File: src/rtl/muon_pkg.sv
// Shared defaults, state encoding and helpers for the muon decay timing chain.
package muon_pkg;

    localparam int DEF_CNT_WIDTH      = 16;
    localparam int DEF_TIMEOUT_CYCLES = 2000;
    localparam int DEF_FIFO_DEPTH     = 8;
    localparam int STAT_WIDTH         = 16;

    typedef enum logic {
        IDLE   = 1'b0,
        TIMING = 1'b1
    } timer_state_t;

    function automatic logic [STAT_WIDTH-1:0] sat_inc(input logic [STAT_WIDTH-1:0] value);
        return (value == {STAT_WIDTH{1'b1}}) ? value : value + STAT_WIDTH'(1);
    endfunction

endpackage

File: src/rtl/event_fifo.sv
// First-word-fall-through event buffer: the head entry is presented whenever the buffer is non-empty.
// DEPTH must be a power of two, at least 2, so the pointers wrap naturally.
module event_fifo #(
    parameter int WIDTH = 16,
    parameter int DEPTH = 8
) (
    input  logic             clk,
    input  logic             rst_n,
    input  logic             push,
    input  logic [WIDTH-1:0] push_data,
    output logic             full,
    input  logic             pop,
    output logic [WIDTH-1:0] pop_data,
    output logic             empty
);

    localparam int AW = (DEPTH > 1) ? $clog2(DEPTH) : 1;
    localparam int CW = AW + 1;

    logic [WIDTH-1:0] mem [DEPTH];
    logic [AW-1:0]    wr_ptr;
    logic [AW-1:0]    rd_ptr;
    logic [CW-1:0]    fill;
    logic             do_push;
    logic             do_pop;

    assign empty    = (fill == '0);
    assign full     = (fill == CW'(DEPTH));
    assign do_pop   = pop && !empty;
    // A full buffer still accepts a push when the head leaves on the same edge.
    assign do_push  = push && (!full || do_pop);
    assign pop_data = empty ? '0 : mem[rd_ptr];

    always_ff @(posedge clk) begin
        if (do_push) begin
            mem[wr_ptr] <= push_data;
        end
    end

    always_ff @(posedge clk or negedge rst_n) begin
        if (!rst_n) begin
            wr_ptr <= '0;
            rd_ptr <= '0;
            fill   <= '0;
        end else begin
            if (do_push) begin
                wr_ptr <= wr_ptr + AW'(1);
            end
            if (do_pop) begin
                rd_ptr <= rd_ptr + AW'(1);
            end
            case ({do_push, do_pop})
                2'b10:   fill <= fill + CW'(1);
                2'b01:   fill <= fill - CW'(1);
                default: fill <= fill;
            endcase
        end
    end

endmodule

File: src/rtl/decay_timer.sv
// Muon decay interval timer: counts cycles from a start coincidence to a decay-electron stop
// and queues each interval for readout, tallying timeouts and buffer overflows.
module decay_timer
    import muon_pkg::*;
#(
    parameter int CNT_WIDTH      = DEF_CNT_WIDTH,
    parameter int TIMEOUT_CYCLES = DEF_TIMEOUT_CYCLES,
    parameter int FIFO_DEPTH     = DEF_FIFO_DEPTH
) (
    input  logic                  clk,
    input  logic                  rst_n,
    input  logic                  start_pulse,
    input  logic                  stop_pulse,
    input  logic                  enable,
    output logic [CNT_WIDTH-1:0]  evt_data,
    output logic                  evt_valid,
    input  logic                  evt_ready,
    output logic                  busy,
    output logic [STAT_WIDTH-1:0] timeout_count,
    output logic [STAT_WIDTH-1:0] drop_count
);

    timer_state_t         state;
    timer_state_t         state_next;
    logic [CNT_WIDTH-1:0] count;
    logic [CNT_WIDTH-1:0] count_next;
    logic [CNT_WIDTH-1:0] count_inc;
    logic                 push;
    logic                 timeout_hit;
    logic                 fifo_full;
    logic                 fifo_empty;
    logic                 pop;
    logic                 drop;

    assign count_inc = count + CNT_WIDTH'(1);
    assign busy      = (state == TIMING);
    assign evt_valid = !fifo_empty;
    assign pop       = evt_valid && evt_ready;
    assign drop      = push && fifo_full && !pop;

    always_comb begin
        state_next  = state;
        count_next  = count;
        push        = 1'b0;
        timeout_hit = 1'b0;
        case (state)
            IDLE: begin
                if (start_pulse && enable) begin
                    state_next = TIMING;
                    count_next = '0;
                end
            end
            TIMING: begin
                // Losing enable wins over everything, including a stop on the same edge.
                if (!enable) begin
                    state_next = IDLE;
                end else begin
                    count_next = count_inc;
                    if (stop_pulse) begin
                        push       = 1'b1;
                        state_next = IDLE;
                    end else if (count_inc == CNT_WIDTH'(TIMEOUT_CYCLES)) begin
                        timeout_hit = 1'b1;
                        state_next  = IDLE;
                    end
                end
            end
            default: state_next = IDLE;
        endcase
    end

    always_ff @(posedge clk or negedge rst_n) begin
        if (!rst_n) begin
            state         <= IDLE;
            count         <= '0;
            timeout_count <= '0;
            drop_count    <= '0;
        end else begin
            state <= state_next;
            count <= count_next;
            if (timeout_hit) begin
                timeout_count <= sat_inc(timeout_count);
            end
            if (drop) begin
                drop_count <= sat_inc(drop_count);
            end
        end
    end

    event_fifo #(
        .WIDTH (CNT_WIDTH),
        .DEPTH (FIFO_DEPTH)
    ) u_event_fifo (
        .clk       (clk),
        .rst_n     (rst_n),
        .push      (push),
        .push_data (count_inc),
        .full      (fifo_full),
        .pop       (evt_ready),
        .pop_data  (evt_data),
        .empty     (fifo_empty)
    );

endmodule

File: config.mk
export PLATFORM = sky130hd
export DESIGN_NAME = decay_timer
export DESIGN_NICKNAME = d
export VERILOG_FILES = /design/src/rtl/muon_pkg.sv /design/src/rtl/event_fifo.sv /design/src/rtl/decay_timer.sv
export SDC_FILE = /design/constraint.sdc
export NUM_CORES = 1
export LEC_CHECK = 0
export CORE_UTILIZATION = 52
export CTS_BUF_LIST = sky130_fd_sc_hd__clkbuf_16
export DETAILED_ROUTE_END_ITERATION = 10
export PLACE_DENSITY_LB_ADDON = 0.12
export SETUP_SLACK_MARGIN = 0.5
export SLEW_MARGIN = 20
export SYNTH_ARGS = -nofsm -noshare
export SYNTH_HDL_FRONTEND = slang
export SYNTH_SLANG_ARGS = --single-unit
export TNS_END_PERCENT = 5
File: constraint.sdc
create_clock -name clk -period 5.6 [get_ports clk]
set_clock_uncertainty 0.1 [all_clocks]
set_input_delay 0.56 -clock clk [delete_from_list [all_inputs] [get_ports clk]]
set_output_delay 0.56 -clock clk [all_outputs]
set_load 0.05 [all_outputs]
==> flow_summary.yaml, run 1 <==
run_status:
  outcome: "complete, no violations"
power_and_ir_drop:
  comb_power_share_pct: 27.8
  power.static_leakage_nw: 3.64
  powerDensity_nw_per_um2: 399
  p_int_mw: 2.54
  pwr-share-seq_pct: 44.0
  peakVddDrop_v: 0.000197
  switching_share_pct: 33.0
  switchingPower_mw: 1.25
  p_clk_share_pct: 28.2
clocking:
  cts.repair.resized: 0
  ctsHtreeMaxLevel: 4
  clock_latency_ns: 0.43
  clk_path_buf_depth: 2
  cts_buffers: 17
  clkTransAtPathRegs_ns: 0.07
  cts_tree: "built"
  clock-sinks: 187
  cts_hold_buf: 0
  cts_root_buf: "clkbuf_16"
  post_cts_buffers: 0
logic_synthesis:
  synth_nets: 560
  syn_avg_cell_area_um2: 15.0
  synth_area_um2: 8190
  synth_warnings: 0
  ys_seq_area_share_pct: 64.9
  synth_edf_count: 128
  async_reset_ff_share_pct: 31.6
  ys_types: 51
  ys_ff_latch: 187
  synth_flop_cell: "edfxtp_1"
  synthCells: 545
hold_path:
  hp-class: "input port to async pin"
critical_path:
  cp_max_fo: 19
  r2r_start: "count[3]"
  crit_path_max_incr_delay_ns: 0.71
  critical_path_required_ns: 4.94
  crit-reg2reg-capture: "timeout_count[1]"
  r2r_slack_ns: 2.26
  slowest_stage: "dfrtp_2"
  crit_family: "buffers and inverters"
  end_kind: "primary output"
  reg2regPathDepth: 6
  arrival_ns: 3.12
  critical_path_buf_inv_count: 2
  startpoint_type: "flip-flop"
  crit_type: "flip-flop to primary output"
  crit_chain: "buf_4 > mux4_2 > mux2i_1 > nor2_1 > clkdlybuf4s50_1"
floorplan:
  coreArea_um2: 15300
  rows: 45
  dieArea_um2: 16300
  die_w_um: 128
  num_io_pins: 56
  start_util_pct: 53.5
  die_h_um: 128
sta:
  slew_headroom_pct: 32.1
  drv_slew: 0
  timing.setup.tns_ns: 0
  hold_viol_final: 0
  tightest_slew_ns: 1.02
  final-setup-viol-count: 0
  layout_worst_path_cycle_share_pct: 67.5
  fin_crit_ns: 3.78
  fmax_ghz: 0.265
  rsz0062_at_grt: "no"
grt:
  grt.total_usage_pct: 20.6
  grt.overflow.total: 0
  grtUsageMet3_pct: 3.77
  gr-usage-met1_pct: 28.5
  grt_pass1_wl_mm: 25.0
  busiest_layer: "met2"
  grt_pass1_vias: 4744
  grt_util_met2_pct: 32.8
  grt_max_degree: 60
  antenna_found_initial: 0
route:
  wl_per_cell_um: 18.3
  first_pass_iters: 5
  via_count: 4566
  totalWireLength_mm: 15.0
  drt_iter0_drc: 344
  drc_errors: 0
  routed_via_density: 5.55
  ant_nets: 0
cells_and_area:
  stdcell_area_um2: 9510
  antenna_cells: 0
  stdcell_count: 822
  drive_gt1_share_pct: 15.7
  fin_util_pct: 62.1
  synthToLayoutAreaGrowth_pct: 16.1
  final_nets: 613
  final_common_cell: "edfxtp_1"
  final_cell_mix: "128 x edfxtp_1, 57 x dfrtp_1, 54 x clkdlybuf4s50_1"
placed_design:
  post-dp-hpwl_mm: 9.43
  place.gp.congestion: 0.777
  place_area_um2: 8970
  portBuffers: 55
  placedCellCount: 789
run:
  maxCapViolations: 0
-- cell type report --
cell class              count  area [µm²]
clock buffers              17         425
clock inverters            15        98.8
fillers                  1226        5800
inverters                   7        26.3
multi-input cells         322        2770
flip-flops and latches    187        5320
well taps                 211         264
repair buffers             63         612
-- metrics by stage --
step / total power [mW] / hold WS [ns] / worst slack [ns]
3_3_place_gp: 2.75 / 0.380 / 2.16
4_1_cts: 3.84 / 0.211 / 1.69
6_report: 3.79 / 0.178 / 1.82
2_1_floorplan: 2.44 / 0.164 / 2.33
3_5_place_dp: 2.77 / 0.378 / 2.16
5_1_grt: 3.97 / 0.247 / 1.60
-- state kept, by name, summed over array words and instances, names as in the netlist --
name and flops:
busy 1, count 16, drop_count 16, timeout_count 16, u_event_fifo.fill 4, u_event_fifo.mem 128
u_event_fifo.rd_ptr 3, u_event_fifo.wr_ptr 3
-- logic make-up (layout without fill, tap and decap cells) --
logic type | Yosys count | in the layout | share of synthesized area (%)
compound gates | 42 | 42 | 3.42
xor+xnor | 46 | 46 | 4.92
fa+ha+maj | 9 | 9 | 1.47
buf+inv | 36 | 102 | 2.08
flops | 187 | 187 | 64.9
mux | 57 | 57 | 11.9
simple gates | 168 | 168 | 11.2
-- power by group through the flow --
stage,Clock (mW),Combinational [mW],Sequential (mW)
global placement,0,1.05,1.70
CTS,1.09,1.07,1.68
detailed placement,0,1.07,1.70
finish,1.07,1.05,1.67
global route,1.14,1.13,1.69
floorplan,0,0.823,1.62
-- worst max path at each step --
stage / endpoint / depth (start not counted) / slack (ns) / from
after detailed placement: evt_data[5] / 5 / 2.16 / u_event_fifo.rd_ptr[0]
after CTS: evt_data[5] / 5 / 1.69 / u_event_fifo.rd_ptr[0]
after global placement: evt_data[5] / 5 / 2.16 / u_event_fifo.rd_ptr[0]
after floorplan: u_event_fifo.mem[0][0] / 4 / 2.33 / busy
after global routing: evt_data[13] / 5 / 1.60 / u_event_fifo.rd_ptr[0]
final: evt_data[5] / 5 / 1.82 / u_event_fifo.rd_ptr[0]
-- Yosys cell counts, types with 9 or more instances --
cell type    n  area, µm²
edfxtp_1   128       3840
dfrtp_1     59       1480
nand2_1     39        146
nor2_1      39        146
mux4_2      32        721
xnor2_1     32        280
mux2i_1     20        200
nand3_1     19       95.1
o21ai_0     19       95.1
clkbuf_1    14       52.6
xor2_1      14        123
and3_1      12       75.1
nand4_1     12       75.1
nand2b_1     9       56.3
-- metal layers --
metal	routed length (µm)	vias to the layer above
met1	6880	2284
met3	664	22
met2	7200	98
met4	284	0
met5	0	-
li1	-	2162
(Power assumes the default switching activity.)
==> inputs of run 2 (changes only) <==
==> constraint.sdc (replaced) <==
create_clock -name clk -period 3.4 [get_ports clk]
set_clock_uncertainty 0.1 [all_clocks]
set_input_delay 0.34 -clock clk [delete_from_list [all_inputs] [get_ports clk]]
set_output_delay 0.34 -clock clk [all_outputs]
set_load 0.05 [all_outputs]
==> run 2 against run 1 <==
Utilization grew 1.0 points. Die area is the same. Setup slack lost 1.4 ns. Sequential power grew 58%. First-iteration DRC count shrank 4.4%. Critical path depth is the same. Combinational power grew 78%. Register-to-register slack lost 1.8 ns.
==> flow_summary.yaml, run 2 (synthesis gave the netlist of run 1 again) <==
cells_and_area:
  antenna_cells: 0
  final_common_cell: "edfxtp_1"
  ff_latch_area_um2: 5320
  multi_input_area_um2: 2770
  synthToLayoutAreaGrowth_pct: 18.1
  final_nets: 623
  largest_register_ffs: 128
  fin_util_pct: 63.1
  stdcell_area_um2: 9670
  drive_gt1_share_pct: 17.1
  final_cell_mix: "128 x edfxtp_1, 58 x dfrtp_1, 52 x clkdlybuf4s50_1"
  regMostFlops: "u_event_fifo.mem"
  fillCellCount: 1142
grt:
  grt_max_degree: 39
  grt_pass1_vias: 4794
  grt.total_usage_pct: 21.0
  grt.overflow.total: 0
  grt_pass1_wl_mm: 25.3
  antenna_found_initial: 0
placed_design:
  portBuffers: 55
  place_area_um2: 9040
  post-dp-hpwl_mm: 9.55
  place.gp.congestion: 0.850
  dp_slack_ns: 0.350
critical_path:
  reg2regPathDepth: 8
  crit_type: "flip-flop to primary output"
  end_kind: "primary output"
  arrival_ns: 2.58
  r2r_start: "count[0]"
  startpoint_type: "flip-flop"
  critical_path_required_ns: 2.96
  r2r_slack_ns: 0.46
  crit-reg2reg-capture: "timeout_count[1]"
  cp_max_fo: 34
sta:
  tightest_slew_ns: 0.851
  hold_viol_final: 0
  slew_headroom_pct: 43.3
  fmax_ghz: 0.331
  rsz0062_at_grt: "yes"
  fin_crit_ns: 3.02
  layout_worst_path_cycle_share_pct: 88.8
  final-setup-viol-count: 0
  drv_slew: 0
  setup_slack_ns: 0.380
  timing.setup.tns_ns: 0
power_and_ir_drop:
  power_mw: 6.52
  peakVddDrop_v: 0.000461
  powerDensity_nw_per_um2: 674
  power.static_leakage_nw: 3.73
clocking:
  clock-sinks: 187
  clk_path_buf_depth: 2
  cts_tree: "built"
  clkTransAtPathRegs_ns: 0.07
  post_cts_buffers: 0
  clock_latency_ns: 0.43
  cts_buffers: 17
  cts_root_buf: "clkbuf_16"
  ctsHtreeMaxLevel: 4
route:
  first_pass_iters: 4
  drt_iter0_drc: 329
  routed_via_density: 5.65
  wl_per_cell_um: 18.8
  via_count: 4699
  totalWireLength_mm: 15.7
  drc_errors: 0
  ant_nets: 0
floorplan:
  dieArea_um2: 16300
  die_h_um: 128
  die_w_um: 128
  coreArea_um2: 15300
  start_util_pct: 53.5
  num_io_pins: 56
  rows: 45
hold_path:
  hold_end: "timeout_count[10]"
  hp-class: "flip-flop to flip-flop"
  hold_start: "timeout_count[10]"
  min_path_cells: 1
run_status:
  outcome: "complete, no violations"
run:
  maxCapViolations: 0
-- run 2: cell count changes in the layout (fill, tap and decap cells not counted), moves of 2 or more --
| cell | delta |
|---|---|
| buf_4 | +9 |
| nor3_2 | +4 |
| nor3_4 | -4 |
| bufinv_16 | +3 |
| clkinv_2 | -3 |
| clkdlybuf4s50_1 | -2 |
-- run 2: worst max-delay path by stage --
| stage | start | end | slack [ns] | cells after the start |
|---|---|---|---|---|
| 2_1_floorplan | busy | u_event_fifo.mem[2][0] | 0.49 | 4 |
| 3_3_place_gp | count[3] | timeout_count[1] | 0.44 | 8 |
| 3_5_place_dp | count[3] | timeout_count[1] | 0.35 | 8 |
| 4_1_cts | u_event_fifo.rd_ptr[0] | evt_data[1] | 0.31 | 5 |
| 5_1_grt | u_event_fifo.rd_ptr[0] | evt_data[1] | 0.26 | 5 |
| 6_report | u_event_fifo.rd_ptr[0] | evt_data[1] | 0.38 | 5 |
-- run 2: critical path, stage by stage, from the launching register on --
cell,delay [ns]
dfrtp_2,0.37
buf_12,0.27
mux4_2,0.55
mux2i_1,0.19
nor2_1,0.06
clkdlybuf4s50_1,0.70
-- run 2: cell type report --
| class | instances | area share, % |
|---|---|---|
| clock inverter | 15 | 1.77 |
| multi-input combinational | 322 | 28.6 |
| clock buffer | 17 | 4.40 |
| sequential | 187 | 55.0 |
| tap | 211 | 2.73 |
| inverter | 7 | 0.272 |
| timing repair buffer | 73 | 7.21 |
-- run 2: report_power, final --
group | switching (mW) | internal [mW] | leakage, nW | total [mW]
Combinational | 1.12 | 0.749 | 1.37 | 1.87
Sequential | 0.113 | 2.52 | 2.08 | 2.64
Clock | 0.855 | 1.15 | 0.285 | 2.01
-- run 2: metrics by stage --
stage	std cells	hold slack [ns]
after floorplan	545	-0.0556
after global placement	799	0.379
after detailed placement	799	0.385
after CTS	832	0.400
after global routing	832	0.413
final	832	0.389
-- run 2: what timing repair did --
| action | CTS | global route |
|---|---|---|
| hold buffers | 1 | 0 |
| endpoints found under the setup margin | 29 | 32 |
| hold endpoints to repair | 37 | 0 |
| gates resized for setup | 1 | 4 |
| pin swaps | 0 | 0 |
-- run 2: routing by layer --
metal	GRT usage, %	routed length (µm)	vias to the layer above
met5	0	0	-
met3	5.65	759	17
li1	-	-	2181
met1	28.8	7120	2381
met2	33.5	7590	120
met4	5.46	181	0
==> inputs of run 3 (changes only) <==
--- a/config.mk
+++ b/config.mk
@@ -8,6 +8,7 @@
 export CORE_UTILIZATION = 52
 export CTS_BUF_LIST = sky130_fd_sc_hd__clkbuf_16
 export DETAILED_ROUTE_END_ITERATION = 10
+export MAX_ROUTING_LAYER = met4
 export PLACE_DENSITY_LB_ADDON = 0.12
 export SETUP_SLACK_MARGIN = 0.5
 export SLEW_MARGIN = 20
==> run 3 against run 2 <==
Via count shrank 0.15%. Highest routed layer unchanged. Sequential power about the same. Sequential share of layout area unchanged. Global-route usage rose by 0.62 points. Final area unchanged. Utilization is the same. Worst hold slack about the same. Critical path depth stayed put. First-iteration DRC count rose by 0.30%. Critical path type unchanged. Routed wire length shrank 0.13%.
==> flow_summary.yaml, run 3 (synthesis gave the netlist of run 1 again) <==
floorplan:
  dieArea_um2: 16300
  rows: 45
  coreArea_um2: 15300
  die_h_um: 128
  die_w_um: 128
  start_util_pct: 53.5
  num_io_pins: 56
cells_and_area:
  multi_input_area_um2: 2770
  regMostFlops: "u_event_fifo.mem"
  fillCellCount: 1142
  drive_gt1_share_pct: 17.1
  final_common_cell: "edfxtp_1"
  stdcell_area_um2: 9670
  largest_register_ffs: 128
  synthToLayoutAreaGrowth_pct: 18.1
  stdcell_count: 832
  final_cell_mix: "128 x edfxtp_1, 58 x dfrtp_1, 52 x clkdlybuf4s50_1"
  ff_latch_area_um2: 5320
  final_nets: 623
  antenna_cells: 0
critical_path:
  startpoint_type: "flip-flop"
  reg2regPathDepth: 8
  cp_max_fo: 34
  slowest_stage: "clkdlybuf4s50_1"
  arrival_ns: 2.60
  crit_chain: "buf_12 > mux4_2 > mux2i_1 > nor2_1 > clkdlybuf4s50_1"
  end_kind: "primary output"
  crit_type: "flip-flop to primary output"
  critical_path_buf_inv_count: 2
  r2r_slack_ns: 0.47
  crit_family: "buffers and inverters"
  critical_path_required_ns: 2.96
  crit_path_max_incr_delay_ns: 0.70
  r2r_start: "count[0]"
  crit-reg2reg-capture: "timeout_count[1]"
route:
  totalWireLength_mm: 15.6
  first_pass_iters: 4
  drc_errors: 0
  wl_per_cell_um: 18.8
  drt_iter0_drc: 330
  via_count: 4692
  ant_nets: 0
  routed_via_density: 5.64
sta:
  final-setup-viol-count: 0
  tightest_slew_ns: 0.857
  layout_worst_path_cycle_share_pct: 89.4
  hold_viol_final: 0
  timing.setup.tns_ns: 0
  fin_crit_ns: 3.04
  drv_slew: 0
  slew_headroom_pct: 42.9
  rsz0062_at_grt: "yes"
  fmax_ghz: 0.329
clocking:
  cts_tree: "built"
  post_cts_buffers: 0
  cts_root_buf: "clkbuf_16"
  clkTransAtPathRegs_ns: 0.07
  clock_latency_ns: 0.43
  cts_buffers: 17
  ctsHtreeMaxLevel: 4
  clk_path_buf_depth: 2
  clock-sinks: 187
power_and_ir_drop:
  powerDensity_nw_per_um2: 675
  peakVddDrop_v: 0.000468
  power.static_leakage_nw: 3.73
hold_path:
  hold_start: "timeout_count[10]"
  hp-class: "flip-flop to flip-flop"
  hold_end: "timeout_count[10]"
  min_path_cells: 1
placed_design:
  place_area_um2: 9040
  place.gp.congestion: 0.863
  placedCellCount: 799
  post-dp-hpwl_mm: 9.55
  portBuffers: 55
grt:
  grt_max_degree: 39
  grt.total_usage_pct: 21.6
  grt_pass1_wl_mm: 25.4
  grt_pass1_vias: 4786
  antenna_found_initial: 0
  grt.overflow.total: 0
run_status:
  outcome: "complete, no violations"
run:
  maxCapViolations: 0
run 3: cell counts in the layout (fill, tap and decap cells not counted):
No cell type changed its count.
run 3: metrics by stage:
step	utilization (%)	setup slack (ns)	total power, mW	hold WS, ns
after global routing	63.1	0.271	6.80	0.413
after floorplan	-	0.485	4.02	-0.0556
after detailed placement	59.0	0.350	4.59	0.385
final	63.1	0.359	6.52	0.389
after CTS	63.0	0.310	6.59	0.400
after global placement	59.0	0.442	4.56	0.379
run 3: cell type report:
type | count | area share [%]
sequential | 187 | 55.0
inverter | 7 | 0.272
tap | 211 | 2.73
clock buffer | 17 | 4.40
timing repair buffer | 73 | 7.21
multi-input combinational | 322 | 28.6
clock inverter | 15 | 1.77
run 3: what timing repair did:
item                                    in CTS  in global routing
cloned                                       0                  0
endpoints found under the setup margin      29                 32
endpoints found under the hold margin       37                  0
gates resized for setup                      1                  4
hold buffers                                 1                  0
run 3: where the power goes:
| part | internal (mW) | switching (mW) |
|---|---|---|
| clock | 1.15 | 0.856 |
| sequential | 2.52 | 0.113 |
| combinational | 0.749 | 1.13 |
run 3: worst max-delay path by stage:
stage / from / endpoint / cells past startpoint
CTS: u_event_fifo.rd_ptr[0] / evt_data[1] / 5
detailed placement: count[3] / timeout_count[1] / 8
global placement: count[3] / timeout_count[1] / 8
floorplan: busy / u_event_fifo.mem[2][0] / 4
global route: u_event_fifo.rd_ptr[0] / evt_data[1] / 5
finish: u_event_fifo.rd_ptr[0] / evt_data[1] / 5
run 3: layer usage:
metal / wire length, µm / track usage (%)
met4: 119 / 7.14
met3: 688 / 4.36
met2: 7680 / 33.5
met5: 0 / -
met1: 7140 / 28.9
